`src/rtl/fifo_ctrl_pkg.sv`:
```
// Shared constants and types for the FIFO controller: depth derivation,
// default thresholds and the occupancy state encoding.
package fifo_ctrl_pkg;

   localparam int DEFAULT_ADDR_WIDTH = 2;
   localparam int DEFAULT_AE_LEVEL   = 1;

   // Number of RAM words addressed by an ADDR_WIDTH-bit pointer.
   function automatic int fifo_depth(input int addr_width);
      return 1 << addr_width;
   endfunction

   // Default almost-full level: one word short of full.
   function automatic int default_af_level(input int addr_width);
      return fifo_depth(addr_width) - 1;
   endfunction

   typedef enum logic [1:0] {
      OCC_EMPTY   = 2'd0,
      OCC_PARTIAL = 2'd1,
      OCC_FULL    = 2'd2
   } occ_state_t;

endpackage : fifo_ctrl_pkg

```
`src/rtl/fifo_ctrl.sv`:
```
// Synchronous FIFO controller driving the write enable and both address
// ports of an external dual-port RAM. Tracks occupancy, publishes full/empty
// and threshold flags, and latches sticky overflow/underflow errors.
module fifo_ctrl
   import fifo_ctrl_pkg::*;
#(
   parameter int ADDR_WIDTH = DEFAULT_ADDR_WIDTH,
   parameter int AF_LEVEL   = default_af_level(ADDR_WIDTH),
   parameter int AE_LEVEL   = DEFAULT_AE_LEVEL
) (
   input  logic                  clk,
   input  logic                  reset,
   input  logic                  wr,
   input  logic                  rd,
   input  logic                  clr_err,
   output logic                  we,
   output logic [ADDR_WIDTH-1:0] addr_wr,
   output logic [ADDR_WIDTH-1:0] addr_rd,
   output logic [ADDR_WIDTH:0]   count,
   output logic                  full,
   output logic                  empty,
   output logic                  almost_full,
   output logic                  almost_empty,
   output logic                  overflow,
   output logic                  underflow
);

   localparam int                DEPTH        = fifo_depth(ADDR_WIDTH);
   localparam logic [ADDR_WIDTH:0] LP_DEPTH_M1 = (ADDR_WIDTH+1)'(DEPTH - 1);
   localparam logic [ADDR_WIDTH:0] LP_ONE      = (ADDR_WIDTH+1)'(1);
   localparam logic [ADDR_WIDTH:0] LP_AF       = (ADDR_WIDTH+1)'(AF_LEVEL);
   localparam logic [ADDR_WIDTH:0] LP_AE       = (ADDR_WIDTH+1)'(AE_LEVEL);

   occ_state_t              r_state;
   occ_state_t              w_state_nxt;
   logic [ADDR_WIDTH-1:0]   r_wr_ptr;
   logic [ADDR_WIDTH-1:0]   r_rd_ptr;
   logic [ADDR_WIDTH:0]     r_count;
   logic [ADDR_WIDTH:0]     w_count_nxt;
   logic                    r_overflow;
   logic                    r_underflow;
   logic                    w_full;
   logic                    w_empty;
   logic                    w_wr_acc;
   logic                    w_rd_acc;
   logic                    w_ovf_evt;
   logic                    w_unf_evt;

   // Flags come straight from the registered occupancy state.
   assign w_full  = (r_state == OCC_FULL);
   assign w_empty = (r_state == OCC_EMPTY);

   // Acceptance is gated by reset so the RAM never sees a write while the
   // controller is being cleared.
   assign w_wr_acc  = wr & ~w_full  & ~reset;
   assign w_rd_acc  = rd & ~w_empty & ~reset;
   assign w_ovf_evt = wr & w_full;
   assign w_unf_evt = rd & w_empty;

   // Next occupancy state from the current state and accepted requests.
   always_comb begin
      // NOTE: every combinational output gets a default first so no path
      // through the case leaves it unassigned, which would infer a latch.
      w_state_nxt = r_state;
      unique case (r_state)
         OCC_EMPTY: begin
            if (w_wr_acc)
               w_state_nxt = (DEPTH == 1) ? OCC_FULL : OCC_PARTIAL;
         end
         OCC_PARTIAL: begin
            if (w_wr_acc && !w_rd_acc && (r_count == LP_DEPTH_M1))
               w_state_nxt = OCC_FULL;
            else if (w_rd_acc && !w_wr_acc && (r_count == LP_ONE))
               w_state_nxt = OCC_EMPTY;
         end
         OCC_FULL: begin
            if (w_rd_acc)
               w_state_nxt = (DEPTH == 1) ? OCC_EMPTY : OCC_PARTIAL;
         end
         default: w_state_nxt = OCC_EMPTY;
      endcase
   end

   // Occupancy count: simultaneous accepted read and write cancel out.
   always_comb begin
      w_count_nxt = r_count;
      unique case ({w_wr_acc, w_rd_acc})
         2'b10:   w_count_nxt = r_count + 1'b1;
         2'b01:   w_count_nxt = r_count - 1'b1;
         default: w_count_nxt = r_count;
      endcase
   end

   // Occupancy state register.
   always_ff @(posedge clk or posedge reset) begin
      // NOTE: sequential state uses non-blocking assignments so every
      // register samples pre-edge values regardless of statement order.
      if (reset) r_state <= OCC_EMPTY;
      else       r_state <= w_state_nxt;
   end

   // Head/tail pointers wrap naturally at DEPTH; count follows accepted ops.
   always_ff @(posedge clk or posedge reset) begin
      if (reset) begin
         r_wr_ptr <= '0;
         r_rd_ptr <= '0;
         r_count  <= '0;
      end else begin
         if (w_wr_acc) r_wr_ptr <= r_wr_ptr + 1'b1;
         if (w_rd_acc) r_rd_ptr <= r_rd_ptr + 1'b1;
         r_count <= w_count_nxt;
      end
   end

   // Sticky error flags; a new error in the clearing cycle takes priority.
   always_ff @(posedge clk or posedge reset) begin
      if (reset) begin
         r_overflow  <= 1'b0;
         r_underflow <= 1'b0;
      end else begin
         if (w_ovf_evt)    r_overflow <= 1'b1;
         else if (clr_err) r_overflow <= 1'b0;
         if (w_unf_evt)    r_underflow <= 1'b1;
         else if (clr_err) r_underflow <= 1'b0;
      end
   end

   assign we           = w_wr_acc;
   assign addr_wr      = r_wr_ptr;
   assign addr_rd      = r_rd_ptr;
   assign count        = r_count;
   assign full         = w_full;
   assign empty        = w_empty;
   assign almost_full  = (r_count >= LP_AF);
   assign almost_empty = (r_count <= LP_AE);
   assign overflow     = r_overflow;
   assign underflow    = r_underflow;

endmodule : fifo_ctrl
```
`config.mk`:
```
export PLATFORM = sky130hd
export DESIGN_NAME = fifo_ctrl
export DESIGN_NICKNAME = d
export VERILOG_FILES = /design/src/rtl/fifo_ctrl_pkg.sv /design/src/rtl/fifo_ctrl.sv
export SDC_FILE = /design/constraint.sdc
export NUM_CORES = 1
export LEC_CHECK = 0
export CAP_MARGIN = 30
export CORE_MARGIN = 2
export CORE_UTILIZATION = 46
export CTS_BUF_LIST = sky130_fd_sc_hd__clkbuf_8
export CTS_CLUSTER_DIAMETER = 40
export DETAILED_ROUTE_END_ITERATION = 10
export PLACE_DENSITY = 0.77
export SYNTH_ARGS = -nofsm -noshare
export SYNTH_HDL_FRONTEND = slang
export SYNTH_SLANG_ARGS = --single-unit
```
`constraint.sdc`:
```
create_clock -name clk -period 1.8 [get_ports clk]
set_clock_uncertainty 0.2 [all_clocks]
set_input_delay 0.36 -clock clk [delete_from_list [all_inputs] [get_ports clk]]
set_output_delay 0.36 -clock clk [all_outputs]
set_load 0.005 [all_outputs]
```
# == After elaboration in Yosys (flattened, before gate mapping) ==
# Cells that the tools add are included.
# word_totals
register_bits,11
inputBits,5
out_inout_bits,14
# classes
add_sub_neg,4
n_lt_le_gt_ge,2
eq_ne,9
muxes,9
n_bitwise,9
reduce_logical,11
# ops
cell,n
2-to-1 mux 2 bit,4
AND 1 bit,6
case mux 2 bit (3 select lines),1
case mux 3 bit (2 select lines),1
nonzero test 2 bit,3
"adder 2 x 1 -> 2 bit, second input constant",2
"== test 2 x 1 -> 1 bit, second input constant",2
"== test 2 bit, second input constant",2
logical AND 1 bit,4
"!= test 2 x 1 -> 1 bit, second input constant",2
"adder 3 x 1 -> 3 bit, second input constant",1
"== test 3 x 1 -> 1 bit, second input constant",1
"== test 3 x 2 -> 1 bit, second input constant",1
">= comparator 3 x 2 -> 1 bit, second input constant",1
"<= comparator 3 x 1 -> 1 bit, second input constant",1
2-to-1 mux 1 bit,3
"!= test 3 bit, second input constant",1
inverter 1 bit,3
AND reduction 3 bit,1
"subtractor 3 x 1 -> 3 bit, second input constant",1
logical NOT 1 bit,2
logical NOT 2 bit,1

# == Depth between registers and ports, before layout ==
# Gate-level depths: netlist (run 1).
# depth
word_depth,10
mapped_depth,7

# == Worst setup path after synthesis (run 1) ==
# Ideal clock, no wire load.
# synth_timing
path_kind,input port to flip-flop
start,in reset
end,reg r_count[2] (netlist: count[2])
setup_ps,127
t_arrival_ps,1372
t_required_ps,1473
slack_ps,101
stages,5
n_path_buf,0
path_cell_list,inv_1 -> nand3_2 -> ha_1 -> a21oi_1 -> o22ai_1
# synth_between
elab_chain_len,4
# synth_lines
element,line_no,text
"start, declared",fifo_ctrl.sv:12,"input logic reset,"
inverter 1 bit (*),"fifo_ctrl.sv:55, fifo_ctrl.sv:56",
AND 1 bit (on tied branches),"fifo_ctrl.sv:56, fifo_ctrl.sv:55",
== test 2 x 1 -> 1 bit / == test 2 bit (equally long branches),fifo_ctrl.sv:87,"unique case ({w_wr_acc, w_rd_acc})"
case mux 3 bit (2 select lines) / nonzero test 2 bit (equally long branches),n/a,
"end signal, assigned",fifo_ctrl.sv:111,r_count <= w_count_nxt;
"end, declared",fifo_ctrl.sv:38,logic [ADDR_WIDTH:0] r_count;
# Mark *: on every way between the ends. The rest lies on a longest branch, timed or not.
# A chain may end at the register's enable or synchronous reset.

# == Final worst setup path (run 1) ==
# layout_timing
start,reg r_count[1] (netlist: count[1])
end,out almost_full
# layout_between
elab_chain_len,1
# layout_lines
element,line_no,text
>= comparator 3 x 2 -> 1 bit,fifo_ctrl.sv:134,assign almost_full = (r_count >= LP_AF);
"end, declared",fifo_ctrl.sv:22,"output logic almost_full,"
# Every way passes these cells.

==> results_dict.tcl, run 1 <==
set metrics [dict create \
    outcome "finished clean" \
    drc 0 \
    syn_area_per_cell_um2 10.1 \
    fin_crit_sh_pct 98.5 \
    fin_hold_ws_ns 0.105 \
    path_cells "ha_2 -> ha_2 -> nor2_1 -> o21ai_1 -> clkbuf_2" \
    multi_input_area_um2 333 \
    cp_max_fo 2 \
    via_count 533 \
    required_ns 1.24 \
    htree_levels 1 \
    finalSetupViolations 0 \
    syn_inst 60 \
    timing.slew.headroom_pct 80.8 \
    synth.most_common_cell "dfrtp_1" \
    p_leak_nw 0.521 \
    rsz0062_at_grt "yes" \
    ys_top_cells_by_area "dfrtp_1 (46%), ha_1 (12%), xnor2_1 (7.2%), inv_1 (5.6%), o21ai_1 (3.3%)" \
    cpPeakStageDelay_ns 0.38 \
    wl_per_cell_um 12.1 \
    yosys_warnings 0 \
    synth_largest_area_cell "dfrtp_1" \
    path_delay_family "flip-flops" \
    cap_violations 0 \
    total_power_mw 1.47 \
    r2r_start "r_state[1]" \
    path_buf_inv 1 \
    regArea_um2 275 \
    crit_type "reg -> out" \
    critPathSlowestCell "dfrtp_1" \
    critPathMostFrequentCell "ha_2" \
    highest_layer "met3" \
    fmax_mhz 564 \
    final_nets 111 \
    hold_violations 0 \
    synth_seq_cells 11 \
    insertion_delay_ns 0.23 \
    timing.final.crit_period_ns 1.77 \
    die-width_um 40.2 \
    post-place-ws_ns -0.322 \
    dr_wl_met3_um 66 \
    firstDrtPassIters 4 \
    slew_viol_final 0 \
    routed_wl_um 1380 \
    hold_path_class "in -> async" \
    startpoint "count[1]" \
    clk_path_buf_depth 2 \
    power_switching_uw 471 \
    grt_max_degree 13 \
    grt_antenna_before_repair 0 \
    ant_nets 0 \
    m1WireLength_um 572 \
    syn_area_um2 604 \
    r2r_setup_slack_ns 0.08 \
    start_util_pct 47.6 \
    hpwl_um 1050 \
    tightest_slew_ns 0.285 \
    arrival_ns 1.21 \
    power_density_nw_per_um2 1440 \
    setup_slack_ns 0.0275 \
    first_global_vias 493 \
    rows 13 \
    stdcell_count 114 \
    synth_edf_count 0 \
    place_congestion 0.742 \
    grt_pass1_wl_um 2060 \
    cts.sinks 11 \
    overflow 0 \
    synth.net_count 71 \
    core_um2 1270 \
    synth_top_area_share_pct 45.5 \
    peakVddDrop_mv 0.861 \
    die_area_um2 1620 \
    clock_power_share_pct 15.7 \
    cts_tree "yes" \
    via_per_inst 4.68 \
    dp.cells 107 \
    comb_power_share_pct 55.8 \
    ys.flop_type "dfrtp_1" \
    num_io_pins 19 \
    final_area_um2 1020 \
    grt_usage_pct 20.9 \
    area_delta_synth_final_pct 68.5 \
    portBuffers 18 \
    switching_share_pct 32.1 \
    cp-start-kind "register" \
    p_int_uw 996 \
    seqPwrFrac_pct 28.5 \
    route.met2.wl_um 737 \
    synth_cell_types 23 \
    die_h_um 40.2 \
    cts.clk_slew.worst_paths_ns 0.05 \
    n_antenna_cell 0 \
    ys_top_cells_by_count "dfrtp_1 (11), inv_1 (9), ha_1 (6)" \
    drtIter0Drc 5 \
    cts_made_buffers 3 \
    cts-root-buf "clkbuf_8" \
    yosysSeqAreaShare_pct 45.5 \
    crit_path_end_kind "output port" \
    placed_area_um2 908 \
    async_reset_ff_share_pct 100 \
    n_fill_cell 86 \
    drive_gt1_share_pct 34.3 \
]
metal layers:
layer | global-route usage (%) | up-vias
li1 | - | 272
met1 | 22.6 | 247
met2 | 36.3 | 14
met3 | 7.22 | 0
met4 | 10.0 | 0
met5 | 0 | -
what timing repair did:
action	CTS	global route
setup buffers	3	0
endpoints found under the setup margin	7	4
hold buffers	0	0
gates cloned	0	0
gates resized for setup	19	6
hold endpoints to repair	0	0
pin swaps	0	1
layout by cell type, fill, tap and decap left out:
cell	synthesis	routed
nor2_1	3	3
dlymetal6s2s_1	0	2
and3b_1	1	1
o31ai_1	1	1
xnor2_1	5	5
inv_2	1	3
buf_4	0	16
clkbuf_2	0	1
nand3_4	0	1
mux2i_1	1	1
dlygate4sd2_1	0	5
inv_1	9	8
buf_12	0	1
nand2b_4	0	1
nor2_2	1	1
xor2_1	1	1
nand2_1	4	4
a21oi_2	0	1
nand4_1	1	1
nor2b_4	0	1
o22ai_1	2	2
nand2b_1	1	1
a31oi_1	1	1
o21ai_2	1	1
dfrtp_1	11	11
o21ai_1	4	4
nand3b_1	2	2
clkdlybuf4s50_1	0	9
ha_2	0	2
buf_2	0	1
clkbuf_8	0	3
ha_1	6	3
ha_4	0	1
path summary, 6_finish.rpt:
kind	endpoint	depth (start not counted)
worst max-delay path	almost_full	5
worst min-delay path	underflow	3
worst max register to register	r_state[0]	9
worst min register to register	addr_rd[1]	1
max in group asynchronous	count[0]	3
min in group clk	underflow	3
power groups by stage:
stage	clock network, mW	logic, mW	registers [mW]
floorplan	0	0.314	0.460
global placement	0	0.802	0.416
detailed placement	0	0.814	0.422
CTS	0.242	0.821	0.420
global route	0.256	0.906	0.434
finish	0.231	0.818	0.418
worst register-to-register path, cell delays in order (launching register included):
cell	delay, ns
dfrtp_1	0.37
buf_4	0.14
nand2b_4	0.09
buf_12	0.11
nand3_4	0.08
buf_4	0.16
ha_4	0.17
nand3b_1	0.08
nand3b_1	0.10
o31ai_1	0.10
final cells by class:
cell class / instances / share of cell area [%]
multi-input combinational: 39 / 32.7
timing repair buffer: 35 / 30.3
sequential: 11 / 27.0
clock buffer: 3 / 4.05
inverter: 10 / 3.69
tap: 15 / 1.84
clock inverter: 1 / 0.369
registers in the layout, summed over array words and instances, names as in the netlist:
signal / cells
count: 3
addr_rd: 2
addr_wr: 2
underflow: 1
r_state: 2
overflow: 1
cell families (layout without fill, tap and decap cells):
logic type      Yosys count  in the layout  share of synthesized area, %
simple gates             16             16                          15.5
flops                    11             11                          45.5
compound gates           10             10                          9.94
buf+inv                  10             49                          6.21
fa+ha+maj                 6              6                          12.4
xor+xnor                  6              6                          8.70
mux                       1              1                          1.66
metrics by stage:
step,TNS (ns),utilization (%)
finish,0,80.3
global route,-0.0513,80.3
global placement,-1.51,71.6
floorplan,0,-
detailed placement,-1.69,71.6
CTS,-0.0822,78.8
(Power assumes the default switching activity.)
==> run 2, diff against run 1 <==
--- a/config.mk
+++ b/config.mk
@@ -12,6 +12,8 @@
 export CTS_CLUSTER_DIAMETER = 40
 export DETAILED_ROUTE_END_ITERATION = 10
 export PLACE_DENSITY = 0.77
+export REMOVE_ABC_BUFFERS = 1
+export SLEW_MARGIN = 5
 export SYNTH_ARGS = -nofsm -noshare
 export SYNTH_HDL_FRONTEND = slang
 export SYNTH_SLANG_ARGS = --single-unit
==> results of run 2 <==
The final DEF is identical to that of run 1; final timing and power are the same.
